File: src/rtl/mem_arbiter_pkg.sv
// Shared instruction/memory widths plus the arbiter FSM and owner encodings.
package mem_arbiter_pkg;

    localparam int MEM_INSN_ADDR = 16;
    localparam int LEN_INSN      = 16;
    localparam int ARB_CNT_W     = 4;

    typedef enum logic [1:0] {
        ARB_IDLE   = 2'd0,
        ARB_ACCESS = 2'd1,
        ARB_RESP   = 2'd2
    } arb_state_t;

    typedef enum logic {
        ARB_OWN_F = 1'b0,
        ARB_OWN_D = 1'b1
    } arb_own_t;

    // Latency counter preload: ACCESS lasts lat cycles, counting down to zero.
    function automatic logic [ARB_CNT_W-1:0] arb_lat_load(input int lat);
        return ARB_CNT_W'(lat - 1);
    endfunction

endpackage

File: src/rtl/mem_arb_guard.sv
// Fetch anti-starvation counter: saturates after FETCH_GUARD data grants made while fetch waits.
// Present only when MEM_ARB_GUARD_EN is defined.
`ifdef MEM_ARB_GUARD_EN
module mem_arb_guard #(
    parameter int FETCH_GUARD = 4
) (
    input  logic clk,
    input  logic rst,
    input  logic i_accept,
    input  logic i_grant_f,
    input  logic i_f_valid,
    output logic o_force_f
);

    localparam int GW = $clog2(FETCH_GUARD + 1);

    logic [GW-1:0] r_cnt;

    always_ff @(posedge clk or negedge rst) begin
        if (!rst) begin
            r_cnt <= '0;
        end else if (i_accept) begin
            if (i_grant_f || !i_f_valid) begin
                r_cnt <= '0;
            end else if (r_cnt != GW'(FETCH_GUARD)) begin
                r_cnt <= r_cnt + GW'(1);
            end
        end
    end

    assign o_force_f = (r_cnt == GW'(FETCH_GUARD));

endmodule
`endif

File: src/rtl/mem_arbiter.sv
// Single-port memory arbiter between instruction fetch and load/store; data wins ties.
// Defining MEM_ARB_GUARD_EN adds a fetch anti-starvation guard (mem_arb_guard).
module mem_arbiter
    import mem_arbiter_pkg::*;
#(
    parameter int ADDR_W      = MEM_INSN_ADDR,
    parameter int DATA_W      = LEN_INSN,
    parameter int MEM_LAT     = 2,
    parameter int FETCH_GUARD = 4
) (
    input  logic              clk,
    input  logic              rst,
    input  logic              f_valid_i,
    input  logic [ADDR_W-1:0] f_addr_i,
    input  logic              f_flush_i,
    output logic              f_stall_o,
    output logic              f_rvalid_o,
    output logic [DATA_W-1:0] f_rdata_o,
    input  logic              d_valid_i,
    input  logic              d_we_i,
    input  logic [ADDR_W-1:0] d_addr_i,
    input  logic [DATA_W-1:0] d_wdata_i,
    output logic              d_stall_o,
    output logic              d_rvalid_o,
    output logic [DATA_W-1:0] d_rdata_o,
    output logic              m_en_o,
    output logic              m_we_o,
    output logic [ADDR_W-1:0] m_addr_o,
    output logic [DATA_W-1:0] m_wdata_o,
    input  logic [DATA_W-1:0] m_rdata_i
);

    arb_state_t            r_state;
    arb_state_t            w_state_nxt;
    arb_own_t              r_own;
    logic                  r_we;
    logic [ADDR_W-1:0]     r_addr;
    logic [DATA_W-1:0]     r_wdata;
    logic [ARB_CNT_W-1:0]  r_cnt;
    logic                  r_drop;
    logic                  r_f_rvalid;
    logic                  r_d_rvalid;
    logic [DATA_W-1:0]     r_f_rdata;
    logic [DATA_W-1:0]     r_d_rdata;

    logic w_can_acc;
    logic w_force_f;
    logic w_grant_d;
    logic w_grant_f;
    logic w_accept;
    logic w_done;

    // New accesses start only when the memory is not busy (IDLE or the RESP cycle).
    assign w_can_acc = (r_state != ARB_ACCESS);
    assign w_grant_d = w_can_acc & d_valid_i & ~(f_valid_i & w_force_f);
    assign w_grant_f = w_can_acc & f_valid_i & ~w_grant_d;
    assign w_accept  = w_grant_d | w_grant_f;
    assign w_done    = (r_state == ARB_ACCESS) && (r_cnt == '0);

`ifdef MEM_ARB_GUARD_EN
    mem_arb_guard #(
        .FETCH_GUARD (FETCH_GUARD)
    ) u_guard (
        .clk       (clk),
        .rst       (rst),
        .i_accept  (w_accept),
        .i_grant_f (w_grant_f),
        .i_f_valid (f_valid_i),
        .o_force_f (w_force_f)
    );
`else
    // Strict data priority: the guard threshold has no effect in this build.
    assign w_force_f = (FETCH_GUARD < 0);
`endif

    always_ff @(posedge clk or negedge rst) begin
        if (!rst) begin
            r_state <= ARB_IDLE;
        end else begin
            r_state <= w_state_nxt;
        end
    end

    always_comb begin
        w_state_nxt = r_state;
        f_stall_o   = f_valid_i & ~w_grant_f;
        d_stall_o   = d_valid_i & ~w_grant_d;
        m_en_o      = 1'b0;
        m_we_o      = 1'b0;
        m_addr_o    = r_addr;
        m_wdata_o   = r_wdata;
        case (r_state)
            ARB_IDLE: begin
                if (w_accept) begin
                    w_state_nxt = ARB_ACCESS;
                end
            end
            ARB_ACCESS: begin
                m_en_o = 1'b1;
                m_we_o = r_we;
                if (w_done) begin
                    w_state_nxt = ARB_RESP;
                end
            end
            ARB_RESP: begin
                w_state_nxt = w_accept ? ARB_ACCESS : ARB_IDLE;
            end
            default: begin
                w_state_nxt = ARB_IDLE;
            end
        endcase
    end

    always_ff @(posedge clk or negedge rst) begin
        if (!rst) begin
            r_own   <= ARB_OWN_F;
            r_we    <= 1'b0;
            r_addr  <= '0;
            r_wdata <= '0;
            r_cnt   <= '0;
            r_drop  <= 1'b0;
        end else begin
            if (w_accept) begin
                r_own   <= w_grant_d ? ARB_OWN_D : ARB_OWN_F;
                r_we    <= w_grant_d & d_we_i;
                r_addr  <= w_grant_d ? d_addr_i : f_addr_i;
                r_wdata <= w_grant_d ? d_wdata_i : '0;
                r_cnt   <= arb_lat_load(MEM_LAT);
            end else if ((r_state == ARB_ACCESS) && (r_cnt != '0)) begin
                r_cnt <= r_cnt - ARB_CNT_W'(1);
            end
            // A flush concurrent with a fresh fetch acceptance belongs to the older fetch.
            if (w_accept) begin
                r_drop <= 1'b0;
            end else if (f_flush_i && (r_own == ARB_OWN_F) && (r_state != ARB_IDLE)) begin
                r_drop <= 1'b1;
            end
        end
    end

    always_ff @(posedge clk or negedge rst) begin
        if (!rst) begin
            r_f_rvalid <= 1'b0;
            r_d_rvalid <= 1'b0;
            r_f_rdata  <= '0;
            r_d_rdata  <= '0;
        end else begin
            r_f_rvalid <= w_done && (r_own == ARB_OWN_F) && !r_drop && !f_flush_i;
            r_d_rvalid <= w_done && (r_own == ARB_OWN_D);
            if (w_done && (r_own == ARB_OWN_F)) begin
                r_f_rdata <= m_rdata_i;
            end
            if (w_done && (r_own == ARB_OWN_D)) begin
                r_d_rdata <= r_we ? '0 : m_rdata_i;
            end
        end
    end

    assign f_rvalid_o = r_f_rvalid;
    assign f_rdata_o  = r_f_rdata;
    assign d_rvalid_o = r_d_rvalid;
    assign d_rdata_o  = r_d_rdata;

endmodule

File: config.mk
export PLATFORM = sky130hd
export DESIGN_NAME = mem_arbiter
export DESIGN_NICKNAME = d
export VERILOG_FILES = /design/src/rtl/mem_arbiter_pkg.sv /design/src/rtl/mem_arb_guard.sv /design/src/rtl/mem_arbiter.sv
export SDC_FILE = /design/constraint.sdc
export NUM_CORES = 1
export LEC_CHECK = 0
export CAP_MARGIN = 20
export CORE_MARGIN = 2
export CORE_UTILIZATION = 40
export CTS_CLUSTER_DIAMETER = 40
export DETAILED_ROUTE_END_ITERATION = 8
export GPL_TIMING_DRIVEN = 0
export PLACE_DENSITY_LB_ADDON = 0.12
export SYNTH_ARGS = -nofsm -noshare
export SYNTH_HDL_FRONTEND = slang
export SYNTH_SLANG_ARGS = --single-unit
File: constraint.sdc
create_clock -name clk -period 2.2 [get_ports clk]
set_input_delay 0.33 -clock clk [delete_from_list [all_inputs] [get_ports clk]]
set_output_delay 0.33 -clock clk [all_outputs]
set_load 0.01 [all_outputs]
==> impl_metrics.yaml, run 1 <==
logic_synthesis:
  synth_edf_count: 0
  syn_nets: 335
  synth_area_um2: 3247
  yosysTopAreaCell: "dfrtp_1"
  ys_ff_latch: 75
  seq_area_frac_synth_pct: 57.80
  async_flop_share_pct: 100.0
  synth_common_cells: "75 x dfrtp_1, 23 x mux2_2, 19 x o21ai_0"
  synth.avg_cell_area_um2: 12.35
  synth_cells: 263
  yosysWarnings: 0
  ys.flop_type: "dfrtp_1"
  synth_top_area_share_pct: 57.80
  synth_cell_types: 30
  synth_area_leaders: "dfrtp_1 58%, mux2_2 8.0%, a22o_1 4.6%"
  yosysMostFrequentCell: "dfrtp_1"
run:
  maxCapViolCount: 0
place:
  place_area_um2: 4781
  port_buffers: 138
  gp_congestion: 0.8075
  hpwl_mm: 5.660
  pre_cts_ws_ns: -0.1191
worst_setup_path:
  path_cells: "inv_1, ha_1, or3b_4, or3_1, buf_6, buf_12, mux2_4"
  critPathTopFamily: "simple AND/OR/NAND/NOR gates"
  slowest_stage: "dfrtp_1"
  crit_cells: 7
  crit_buf_inv: 3
  crit_path_max_incr_delay_ns: 0.42
  path_class: "reg -> reg"
  cp.arrival_ns: 2.37
  path_max_fanout: 10
  r2r_cells: 7
  endpoint_kind: "register"
  critPathLaunchType: "register"
  required_ns: 2.43
drt:
  wl_met3_um: 640
  drt_pass1_iterations: 4
  viasPerCell: 4.964
  drc: 0
  routedWlPerCell_um: 15.16
  m1WireLength_mm: 3.617
  drtIter0Drc: 85
  num_vias: 2591
  wl_mm: 7.911
  top_layer: "met4"
  postRouteAntennaNets: 0
  routed-wl-met2_mm: 3.591
cells_and_area:
  area_delta_synth_final_pct: 55.22
  layout.nets: 487
  fin_area_um2: 5040
  diodes: 0
  drive_gt1_share_pct: 15.71
  utilization_pct: 64.55
floorplanning:
  core.rowCount: 32
  start_util_pct: 41.59
  die_h_um: 94.10
  core-area_um2: 7807
  die_w_um: 94.10
  boundaryPins: 140
  dieArea_um2: 8854
timing:
  drv_slew: 0
  rsz0062_at_grt: "false"
  worst_slack_ns: 0.06491
  fin_crit_sh_pct: 97.05
  worst_pin_slew_ns: 0.6399
  skew_ns: 0.008460
  fmax_mhz: 468.4
  final.min_clock_period_ns: 2.135
  setup_viol: 0
  hold_viol: 0
  whs_ns: 0.3175
  relSlewSlack_pct: 57.18
clocking:
  htree_num_levels: 3
  clk_latency_ns: 0.35
  clkTransAtPathRegs_ns: 0.09
  clockBufferDepth: 2
  numCtsBuffers: 9
  root_buffer: "clkbuf_8"
  clkSinkCount: 75
  cts_tree: "built"
grt:
  grt-ovfl-total: 0
  antenna_found_initial: 0
  grt_pass1_wl_mm: 12.87
  grt_pass1_vias: 2593
  grt_usage_pct: 18.66
  grt_max_degree: 73
status:
  status: "complete, no violations"
worst_hold_path:
  hp-class: "in -> async"
pwr:
  total_power_mw: 6.896
  max-vdd-ir-drop_uv: 707.2
  p_leak_nw: 2.193
  powerDensity_nw_per_um2: 1368
==> worst reg2reg max path: stages, from the launching register on <==
cell and delay (ns):
dfrtp_1 0.42, inv_1 0.09, ha_1 0.16, or3b_4 0.42, or3_1 0.34, buf_6 0.16
buf_12 0.15, mux2_4 0.29
==> flip-flops by register name, summed over array words and instances (netlist names) <==
register	flops
m_addr_o	16
r_cnt	4
m_wdata_o	16
f_rdata_o	16
r_state	2
f_rvalid_o	1
d_rvalid_o	1
r_we	1
r_own	1
r_drop	1
d_rdata_o	16
==> final timing paths <==
kind	start	slack (ns)	to
worst max-delay path	r_cnt[0]$_DFFE_PN0P_	0.06	f_rdata_o[10]$_DFFE_PN0P_
worst min-delay path	rst	0.32	f_rdata_o[4]$_DFFE_PN0P_
worst max register to register	r_cnt[0]$_DFFE_PN0P_	0.06	f_rdata_o[10]$_DFFE_PN0P_
worst min register to register	r_drop$_DFFE_PN0P_	0.44	f_rvalid_o$_DFF_PN0_
max in group asynchronous	rst	1.32	r_we$_DFFE_PN0N_
min in group clk	r_drop$_DFFE_PN0P_	0.44	f_rvalid_o$_DFF_PN0_
==> where the power goes <==
group          leakage (nW)  switching [mW]  internal (mW)
logic                  1.17            1.40           1.98
registers             0.926           0.391           2.02
clock network        0.0995           0.544          0.565
total                  2.19            2.33           4.56
==> timing repair <==
item / in CTS / in global routing
buffers inserted: 2 / 3
endpoints found under the hold margin: 3 / 0
setup endpoints to repair: 13 / 10
pin swaps: 0 / 1
resized for setup: 5 / 1
hold buffers: 1 / 0
==> kinds of logic after synthesis <==
kind of cell | after synthesis | synth area share [%]
AOI/OAI and AO/OA | 60 | 13.45
DFF | 75 | 57.80
adders and majority gates | 2 | 0.7706
and+or+nand+nor | 65 | 11.06
buffers and inverters | 27 | 4.162
muxes | 34 | 12.76
==> routing by layer <==
metal  vias up  global-route usage (%)
met2       104                   28.45
met5         -                       0
met3         8                   7.063
met4         0                   3.986
met1      1245                   25.44
li1       1234                       -
==> per-stage QoR <==
stage                     std cells  TNS (ns)
after floorplan                 263         0
after global placement          503   -138.79
after global routing            522         0
final                           522         0
after detailed placement        504    -1.825
after CTS                       519         0
==> layout make-up <==
cell class | instances | area (µm²)
timing repair buffer | 145 | 1453
inverter | 8 | 33.78
multi-input combinational | 161 | 1249
buffer | 15 | 90.09
clock buffer | 10 | 137.6
tap | 102 | 127.6
sequential | 75 | 1878
clock inverter | 6 | 71.32
fill | 652 | 2768
==> placed cells by master, fill, tap and decap left out, drive strengths merged, types with 2 or more instances in the layout <==
master and count:
a21oi 3, a22o 17, and2 3, buf 13
clkbuf 19, clkdlybuf4s50 136, clkinvlp 3, dfrtp 75
ha 2, inv 9, mux2 32, mux2i 2
nand2 18, nand2b 17, nor2 3, nor2b 16
nor3 4, o2111ai 17, o21ai 19
Note: power is estimated with default switching activity, not from simulation.
==> run 2, diff against run 1 <==
--- a/config.mk
+++ b/config.mk
@@ -8,6 +8,7 @@
 export CAP_MARGIN = 20
 export CORE_MARGIN = 2
 export CORE_UTILIZATION = 40
+export CTS_BUF_LIST = sky130_fd_sc_hd__clkbuf_16
 export CTS_CLUSTER_DIAMETER = 40
 export DETAILED_ROUTE_END_ITERATION = 8
 export GPL_TIMING_DRIVEN = 0
==> impl_metrics.yaml, run 2 (synthesized netlist as in run 1, its figures left out) <==
worst_setup_path:
  cp.arrival_ns: 2.35
  required_ns: 2.42
  critPathLaunchType: "register"
  path_class: "reg -> reg"
  path_max_fanout: 10
  endpoint_kind: "register"
place:
  port_buffers: 138
  hpwl_mm: 5.660
  pre_cts_ws_ns: -0.1191
  gp_congestion: 0.8075
  dp_cells: 504
  place_area_um2: 4781
timing:
  final.min_clock_period_ns: 2.135
  worst_slack_ns: 0.06534
  drv_slew: 0
  fin_crit_sh_pct: 97.03
  fmax_mhz: 468.5
  setup_tns_ns: 0
  worst_pin_slew_ns: 0.6394
  rsz0062_at_grt: "false"
  relSlewSlack_pct: 57.22
  hold_viol: 0
  skew_ns: 0.005005
  setup_viol: 0
clocking:
  root_buffer: "clkbuf_16"
  numCtsBuffers: 9
  clkTransAtPathRegs_ns: 0.06
  htree_num_levels: 3
  clkSinkCount: 75
  clk_latency_ns: 0.33
  clockBufferDepth: 2
  cts_tree: "built"
floorplanning:
  die_h_um: 94.10
  core-area_um2: 7807
  die_w_um: 94.10
  boundaryPins: 140
  core.rowCount: 32
  dieArea_um2: 8854
  start_util_pct: 41.59
drt:
  num_vias: 2585
  wl_met3_um: 679
  postRouteAntennaNets: 0
  top_layer: "met4"
  wl_mm: 7.958
  drtIter0Drc: 88
  drt_pass1_iterations: 4
  routed-wl-met2_mm: 3.606
  routedWlPerCell_um: 15.25
  viasPerCell: 4.952
  m1WireLength_mm: 3.622
  drc: 0
worst_hold_path:
  hp-class: "in -> async"
cells_and_area:
  diodes: 0
  area_delta_synth_final_pct: 58.07
  fin_area_um2: 5132
  mostFrequentLayoutCells: "137 x clkdlybuf4s50_1, 74 x dfrtp_1, 23 x mux2_2"
  final_cells: 522
  layout_commonest_cell: "clkdlybuf4s50_1"
  drive_gt1_share_pct: 15.48
  layout.nets: 487
pwr:
  power_switching_mw: 2.376
  p_int_mw: 4.892
  seqPwrFrac_pct: 33.2
  total_power_mw: 7.268
  power_frac_clock_pct: 20.3
  max-vdd-ir-drop_uv: 715.4
  powerDensity_nw_per_um2: 1416
  p_leak_nw: 2.230
  p_comb_share_pct: 46.5
  swShare_pct: 32.70
grt:
  grt_max_degree: 73
  grt_pass1_wl_mm: 13.02
  grt-ovfl-total: 0
  grt_usage_pct: 18.90
  antenna_found_initial: 0
  grt_pass1_vias: 2614
run:
  maxCapViolCount: 0
status:
  status: "complete, no violations"
==> run 2: power by group through the flow <==
stage                     clock network (mW)  registers [mW]  logic [mW]
after CTS                               1.51            2.42        3.37
after global routing                    1.57            2.51        3.67
after floorplan                            0            2.63        1.39
after detailed placement                   0            2.40        3.33
after global placement                     0            2.39        3.27
final                                   1.48            2.42        3.38
==> run 2: through the flow <==
stage               hold slack, ns  util [%]
global placement            0.4216     60.91
global route                0.3421     65.74
CTS                         0.3296     65.38
finish                      0.3443     65.74
floorplan                  0.03441         -
detailed placement          0.1404     61.23
==> run 2: critical path, stage by stage (launching register included) <==
cell and delay [ns]:
dfrtp_1 0.41, inv_1 0.09, ha_1 0.16, or3b_4 0.41, or3_1 0.34, buf_6 0.16
buf_12 0.15, mux2_4 0.29
==> run 2: metal layers <==
layer	vias to the layer above	GRT usage [%]
li1	1238	-
met1	1235	25.70
met2	107	28.63
met3	5	7.223
met4	0	4.469
met5	-	0
==> run 2: cell type report <==
cell class	count	area, µm²
fill	644	2675
timing repair buffer	145	1454
clock buffer	9	225.2
multi-input combinational	161	1249
inverter	8	33.78
buffer	15	90.09
tap	102	127.6
clock inverter	7	75.07
sequential	75	1878
==> run 2: what timing repair did <==
action / 4_1_cts / 5_1_grt
gates cloned: 0 / 0
buffers inserted: 2 / 3
endpoints found under the hold margin: 3 / 0
pin swaps: 0 / 1
endpoints found under the setup margin: 13 / 12
hold buffers: 1 / 0
gates resized for setup: 4 / 1
==> run 2: final timing paths <==
check,from,endpoint,slack (ns),cells after the start
worst max register to register,r_cnt[0]$_DFFE_PN0P_,f_rdata_o[10]$_DFFE_PN0P_,0.07,7
worst max-delay path,r_cnt[0]$_DFFE_PN0P_,f_rdata_o[10]$_DFFE_PN0P_,0.07,7
min in group clk,r_drop$_DFFE_PN0P_,f_rvalid_o$_DFF_PN0_,0.44,1
worst min-delay path,rst,f_rdata_o[4]$_DFFE_PN0P_,0.34,2
worst min register to register,r_drop$_DFFE_PN0P_,f_rvalid_o$_DFF_PN0_,0.44,1
max in group asynchronous,rst,r_we$_DFFE_PN0N_,1.28,3
